<file path="config.mk">
export PLATFORM = sky130hd
export DESIGN_NAME = triumph_wb_stage
export DESIGN_NICKNAME = d
export VERILOG_FILES = /design/src/rtl/triumph_wb_stage.sv
export SDC_FILE = /design/constraint.sdc
export NUM_CORES = 1
export LEC_CHECK = 0
export CORE_UTILIZATION = 27
export CTS_CLUSTER_SIZE = 28
export DETAILED_ROUTE_END_ITERATION = 6
export GPL_ROUTABILITY_DRIVEN = 0
export PLACE_DENSITY = 0.51
export SYNTH_ARGS = -nofsm -noshare
export SYNTH_HDL_FRONTEND = slang
export SYNTH_SLANG_ARGS = --single-unit
</file>
<file path="constraint.sdc">
create_clock -name clk_i -period 2.55 [get_ports clk_i]
set_input_delay 0.51 -clock clk_i [delete_from_list [all_inputs] [get_ports clk_i]]
set_output_delay 0.51 -clock clk_i [all_outputs]
set_load 0.005 [all_outputs]
</file>
<file path="src/rtl/triumph_wb_stage.sv">
// Writeback stage of the Triumph core: a 2-entry in-order result queue that
// waits on LSU data for loads, extends load lanes, and drives the RF write port.
module triumph_wb_stage (
   input  logic        clk_i,
   input  logic        rst_i,
   input  logic        res_valid_i,
   output logic        res_ready_o,
   input  logic [4:0]  res_rd_addr_i,
   input  logic [31:0] res_data_i,
   input  logic        res_is_load_i,
   input  logic [1:0]  res_load_size_i,
   input  logic        res_load_unsigned_i,
   input  logic [1:0]  res_addr_lo_i,
   input  logic        lsu_rvalid_i,
   input  logic [31:0] lsu_rdata_i,
   output logic        data_valid_wb_o,
   output logic [4:0]  rd_addr_wb_o,
   output logic [31:0] rd_data_wb_o,
   output logic        err_o
);

   typedef struct packed {
      logic [4:0]  rd;
      logic [31:0] data;
      logic        is_load;
      logic [1:0]  size;
      logic        uns;
      logic [1:0]  addr_lo;
      logic        filled;
   } entry_t;

   entry_t      q [2];
   logic        head;
   logic        tail;
   logic [1:0]  count;

   logic        enq;
   logic        retire;
   logic        fill_head;
   logic        fill_next;
   logic        fill_hit;
   logic        fill_idx;
   logic [31:0] fill_data;

   function automatic logic [31:0] extract(input logic [31:0] raw,
                                           input logic [1:0]  size,
                                           input logic        uns,
                                           input logic [1:0]  lo);
      logic [7:0]  b;
      logic [15:0] h;
      case (lo)
         2'd0:    b = raw[7:0];
         2'd1:    b = raw[15:8];
         2'd2:    b = raw[23:16];
         default: b = raw[31:24];
      endcase
      h = lo[1] ? raw[31:16] : raw[15:0];
      case (size)
         2'b00:   extract = {{24{~uns & b[7]}}, b};
         2'b01:   extract = {{16{~uns & h[15]}}, h};
         default: extract = raw;
      endcase
   endfunction

   // The fill target is the oldest unfilled load among entries present before the edge.
   always_comb begin
      res_ready_o = (count != 2'd2);
      enq         = res_valid_i & res_ready_o;
      retire      = (count != 2'd0) & q[head].filled;
      fill_head   = (count != 2'd0) & q[head].is_load & ~q[head].filled;
      fill_next   = (count == 2'd2) & q[~head].is_load & ~q[~head].filled;
      fill_hit    = fill_head | fill_next;
      fill_idx    = fill_head ? head : ~head;
      fill_data   = extract(lsu_rdata_i, q[fill_idx].size, q[fill_idx].uns,
                            q[fill_idx].addr_lo);
   end

   always_ff @(posedge clk_i) begin
      if (rst_i) begin
         for (int i = 0; i < 2; i++) begin
            q[i] <= '0;
         end
         head            <= 1'b0;
         tail            <= 1'b0;
         count           <= 2'd0;
         data_valid_wb_o <= 1'b0;
         rd_addr_wb_o    <= 5'd0;
         rd_data_wb_o    <= 32'd0;
         err_o           <= 1'b0;
      end else begin
         if (lsu_rvalid_i) begin
            if (fill_hit) begin
               q[fill_idx].filled <= 1'b1;
               q[fill_idx].data   <= fill_data;
            end else begin
               err_o <= 1'b1;
            end
         end

         // Enqueue and retire never touch the same slot: both require count == 1.
         if (enq) begin
            q[tail] <= '{rd:      res_rd_addr_i,
                         data:    res_data_i,
                         is_load: res_is_load_i,
                         size:    res_load_size_i,
                         uns:     res_load_unsigned_i,
                         addr_lo: res_addr_lo_i,
                         filled:  ~res_is_load_i};
            tail <= ~tail;
         end

         if (retire) begin
            q[head].filled  <= 1'b0;
            head            <= ~head;
            data_valid_wb_o <= (q[head].rd != 5'd0);
            rd_addr_wb_o    <= q[head].rd;
            rd_data_wb_o    <= q[head].data;
         end else begin
            data_valid_wb_o <= 1'b0;
         end

         case ({enq, retire})
            2'b10:   count <= count + 2'd1;
            2'b01:   count <= count - 2'd1;
            default: count <= count;
         endcase
      end
   end

endmodule

</file>
==> metrics.md <==
| Metric | Value |
|---|---|
| Yosys top cell area share | 40.1% |
| Worst slack at placement | -0.416 ns |
| YS warnings | 0 |
| Global-route wire length before repair | 29500 um |
| Core Util, Final | 39.0% |
| CP Launch Type | flip-flop |
| CP Max Fanout | 7 |
| Synth Cell Area | 6430 um^2 |
| Crit path required time | 2.71 ns |
| Die X | 156 um |
| Setup ws final | 0.0390 ns |
| Minimum clock period | 2.51 ns |
| HPWL Detailed | 14400 um |
| CTS tree | yes |
| Setup violators final | 0 |
| Area of the multi-input gates | 2890 um^2 |
| Primary FF master, synth | edfxtp_1 |
| Reg area | 3510 um^2 |
| Max Root-Sink Buffers | 2 |
| Synth area leaders | edfxtp_1 40%, dfxtp_1 14%, mux2i_1 8.6% |
| Largest family of logic cells by synthesized area | compound AO/OA/AOI/OAI gates |
| Vias/cell | 5.08 |
| Cells along the critical path | or4bb_1 -> a21oi_1 -> a211o_2 -> buf_6 -> mux2i_4 -> buf_12 -> mux2i_2 -> o221ai_1 |
| Hold Vio Cnt, Final | 0 |
| Mapped Cells | 574 |
| GR Overflow Total | 0 |
| Pre-Repair DR Iteration Count | 7 |
| WHS Endpoint | err_o |
| Skew-Pair Late Insertion Delay | 0.42 ns |
| Post-Synth Adder-Cell Area | 0.194% |
| Root buffer cell | clkbuf_16 |
| Min-delay src | err_o |
| Die Area | 24500 um^2 |
| Setup tns final | 0 ns |
| Antenna Cells | 0 |
| Critical Path AT | 2.67 ns |
| Register-to-Register Path Depth | 8 |
| Ys async rst share | 0% |
| # nets final | 800 |
| Leak pwr | 3.16 nW |
| CTS Sinks | 132 |
| Initial Utilization | 27.5% |
| Multiplexer share of the synthesized area | 9.76% |
| IO Pins | 119 |
| Largest area contributor in the netlist | edfxtp_1 |
| Outcome | finished, final reports clean |
| Max cap viols | 0 |
| Routed WL per cell | 18.8 um |
| Sequential share of the synthesized area | 54.4% |
| Post-synth EDFFs | 86 |
| R2R Path End | q[0][7] |
| # hold bufs at CTS | 0 |
| FILL cells | 2287 |
| Ratio of cells with drive above 1 in the final layout | 16.9% |
| PortBufs | 118 |
| Max stage delay on crit path | 0.52 ns |
| Routed Antenna Nets | 0 |
| Top delay family on crit path | multiplexers |
| Clock transition at path regs | 0.06 ns |
| Final Max Slew Viols | 0 |
| Final hold slack | 0.479 ns |
| Post-Synth Simple-Gate Area | 11.2% |
| Vias in the first global route | 5208 |
| Crit-path slowest cell | or4bb_1 |
| GRT Resource Usage Total | 16.4% |
| Total power | 8.10 mW |
| Reg-to-reg setup timing slack | 0.04 ns |
| Buf+Inv Stages, Crit Path | 2 |
| H-tree Lvls | 4 |
| Chip Height | 156 um |
| Area of the core | 23400 um^2 |
| Hold Path Class | reg -> reg |
| Antenna violations before repair | 0 |
| Post-synthesis compound-gate area fraction | 19.6% |
| Final cycle utilization of the critical path | 98.5% |
| Detailed router's first-iteration violation count | 398 |
| Avg Cell Area, Syn | 11.2 um^2 |
| Largest net degree at the start of global routing | 76 |
| Highest clock rate | 398 MHz |
| Worst clock skew | 0.00970 ns |
| CP endpoint kind | flip-flop |
| Cell row count | 56 |
| Routed vias | 5348 |
| RSZ-0062 raised after global routing | true |
| Worst slew pin tran | 0.502 ns |
| Num CTS Buffers | 17 |
| Area Growth Syn to Fin | 42.0% |
| Hold depth | 2 |
| Routed wire length | 19800 um |
| Syn_nets | 654 |
| Pwr dens | 887 nW/um^2 |
| CP Class | reg -> reg |
| Drt drc | 0 |
| Synth cell types | 51 |
| Relative slew margins | 66.6% |
| VDD IR max | 0.340 mV |
| XOR/XNOR share of the synthesized area | 0.408% |
| Yosys reg bits | 132 |
==> flip-flops by register name, indices dropped and copies added (netlist names), named ones only <==
| signal | count |
|---|---|
| q | 88 |
| tail | 1 |
| head | 1 |
| count | 2 |
| rd_addr_wb_o | 5 |
| rd_data_wb_o | 32 |
| err_o | 1 |
| data_valid_wb_o | 1 |
==> worst register-to-register path, delay by kind of cell, from the launching register on <==
family | cells | cell delay [ns]
DFF | 1 | 0.36
muxes | 2 | 0.54
and+or+nand+nor | 1 | 0.52
AOI/OAI and AO/OA | 3 | 0.48
buffers and inverters | 2 | 0.35
==> area by class of cell <==
cell class / count / share of cell area, %
Multi-Input combinational cell: 378 / 31.6
Sequential cell: 132 / 38.4
Tap cell: 319 / 4.37
Clock inverter: 8 / 0.945
Timing Repair Buffer: 171 / 18.3
Inverter: 20 / 0.822
Clock buffer: 24 / 5.63
==> worst max path at each step <==
stage / slack (ns) / cells past startpoint / end
6_report: 0.04 / 8 / q[0][7]
5_1_grt: -0.06 / 8 / q[0][14]
4_1_cts: 0.001 / 8 / q[0][11]
3_5_place_dp: -0.42 / 6 / q[0][34]
3_3_place_gp: -0.36 / 7 / q[1][34]
2_1_floorplan: 0.07 / 8 / q[0][10]
==> metrics by stage <==
step	cell area, um^2	std cells
2_1_floorplan	6440	574
3_3_place_gp	8250	1017
3_5_place_dp	8250	1017
4_1_cts	8900	1049
5_1_grt	9140	1052
6_report	9140	1052
==> placed cells by master (no fill, tap or decap), types with 4 or more instances in the layout <==
cell type,Yosys,layout
a211oi_1,45,43
a21oi_1,10,9
a22o_1,32,32
a22oi_1,7,6
a32oi_1,14,14
and2_1,24,24
buf_12,1,6
buf_4,1,42
buf_6,2,5
clkbuf_16,0,19
clkdlybuf4s50_1,0,117
dfxtp_1,46,44
edfxtp_1,86,86
inv_1,20,20
mux2i_1,55,45
mux2i_4,0,11
nand2_1,21,18
nand2b_1,5,4
nand3_1,10,9
nor2_1,61,59
o211ai_1,15,15
o21ai_0,8,8
o221ai_2,0,4
o22ai_1,17,17
or3_1,4,4
==> kinds of logic after synthesis <==
group	Yosys count
and+or+nand+nor	146
DFF	132
muxes	61
xor gates and xnor gates	3
AOI/OAI and AO/OA	167
buffers and inverters	64
adders and majority gates	1
==> report_power, final <==
| group | total, mW | internal [mW] | switching [mW] | leakage (nW) |
|---|---|---|---|---|
| combinational | 2.71 | 1.34 | 1.37 | 1.58 |
| sequential | 2.93 | 2.73 | 0.203 | 1.29 |
| clock | 2.46 | 1.52 | 0.939 | 0.292 |
| total | 8.10 | 5.59 | 2.51 | 3.16 |
==> synth_stat cells, types with 3 or more instances <==
master    count
a211oi_1     45
a21oi_1      10
a22o_1       32
a22oi_1       7
a32oi_1      14
and2_1       24
buf_1         7
buf_2         4
clkbuf_1     29
dfxtp_1      46
edfxtp_1     86
inv_1        20
mux2i_1      55
mux2i_2       4
nand2_1      21
nand2b_1      5
nand3_1      10
nor2_1       61
nor2b_1       4
nor3_1        3
o211ai_1     15
o21a_1        3
o21ai_0       8
o221ai_1      7
o22ai_1      17
or3_1         4
or4_1         3
==> what timing repair did <==
action                     4_1_cts  5_1_grt
hold endpoints to repair         0        0
setup endpoints to repair       47       51
gates resized for setup         10       38
setup buffers                    0        3
pin swaps                        0        6
==> metal layers <==
metal,track usage [%],vias up,share of wire (%)
li1,-,2519,-
met1,20.4,2551,43
met3,4.24,33,7.1
met4,6.91,0,2.4
met5,0,-,0
met2,26.7,245,48
No activity file was read; power rests on OpenSTA's default activity.
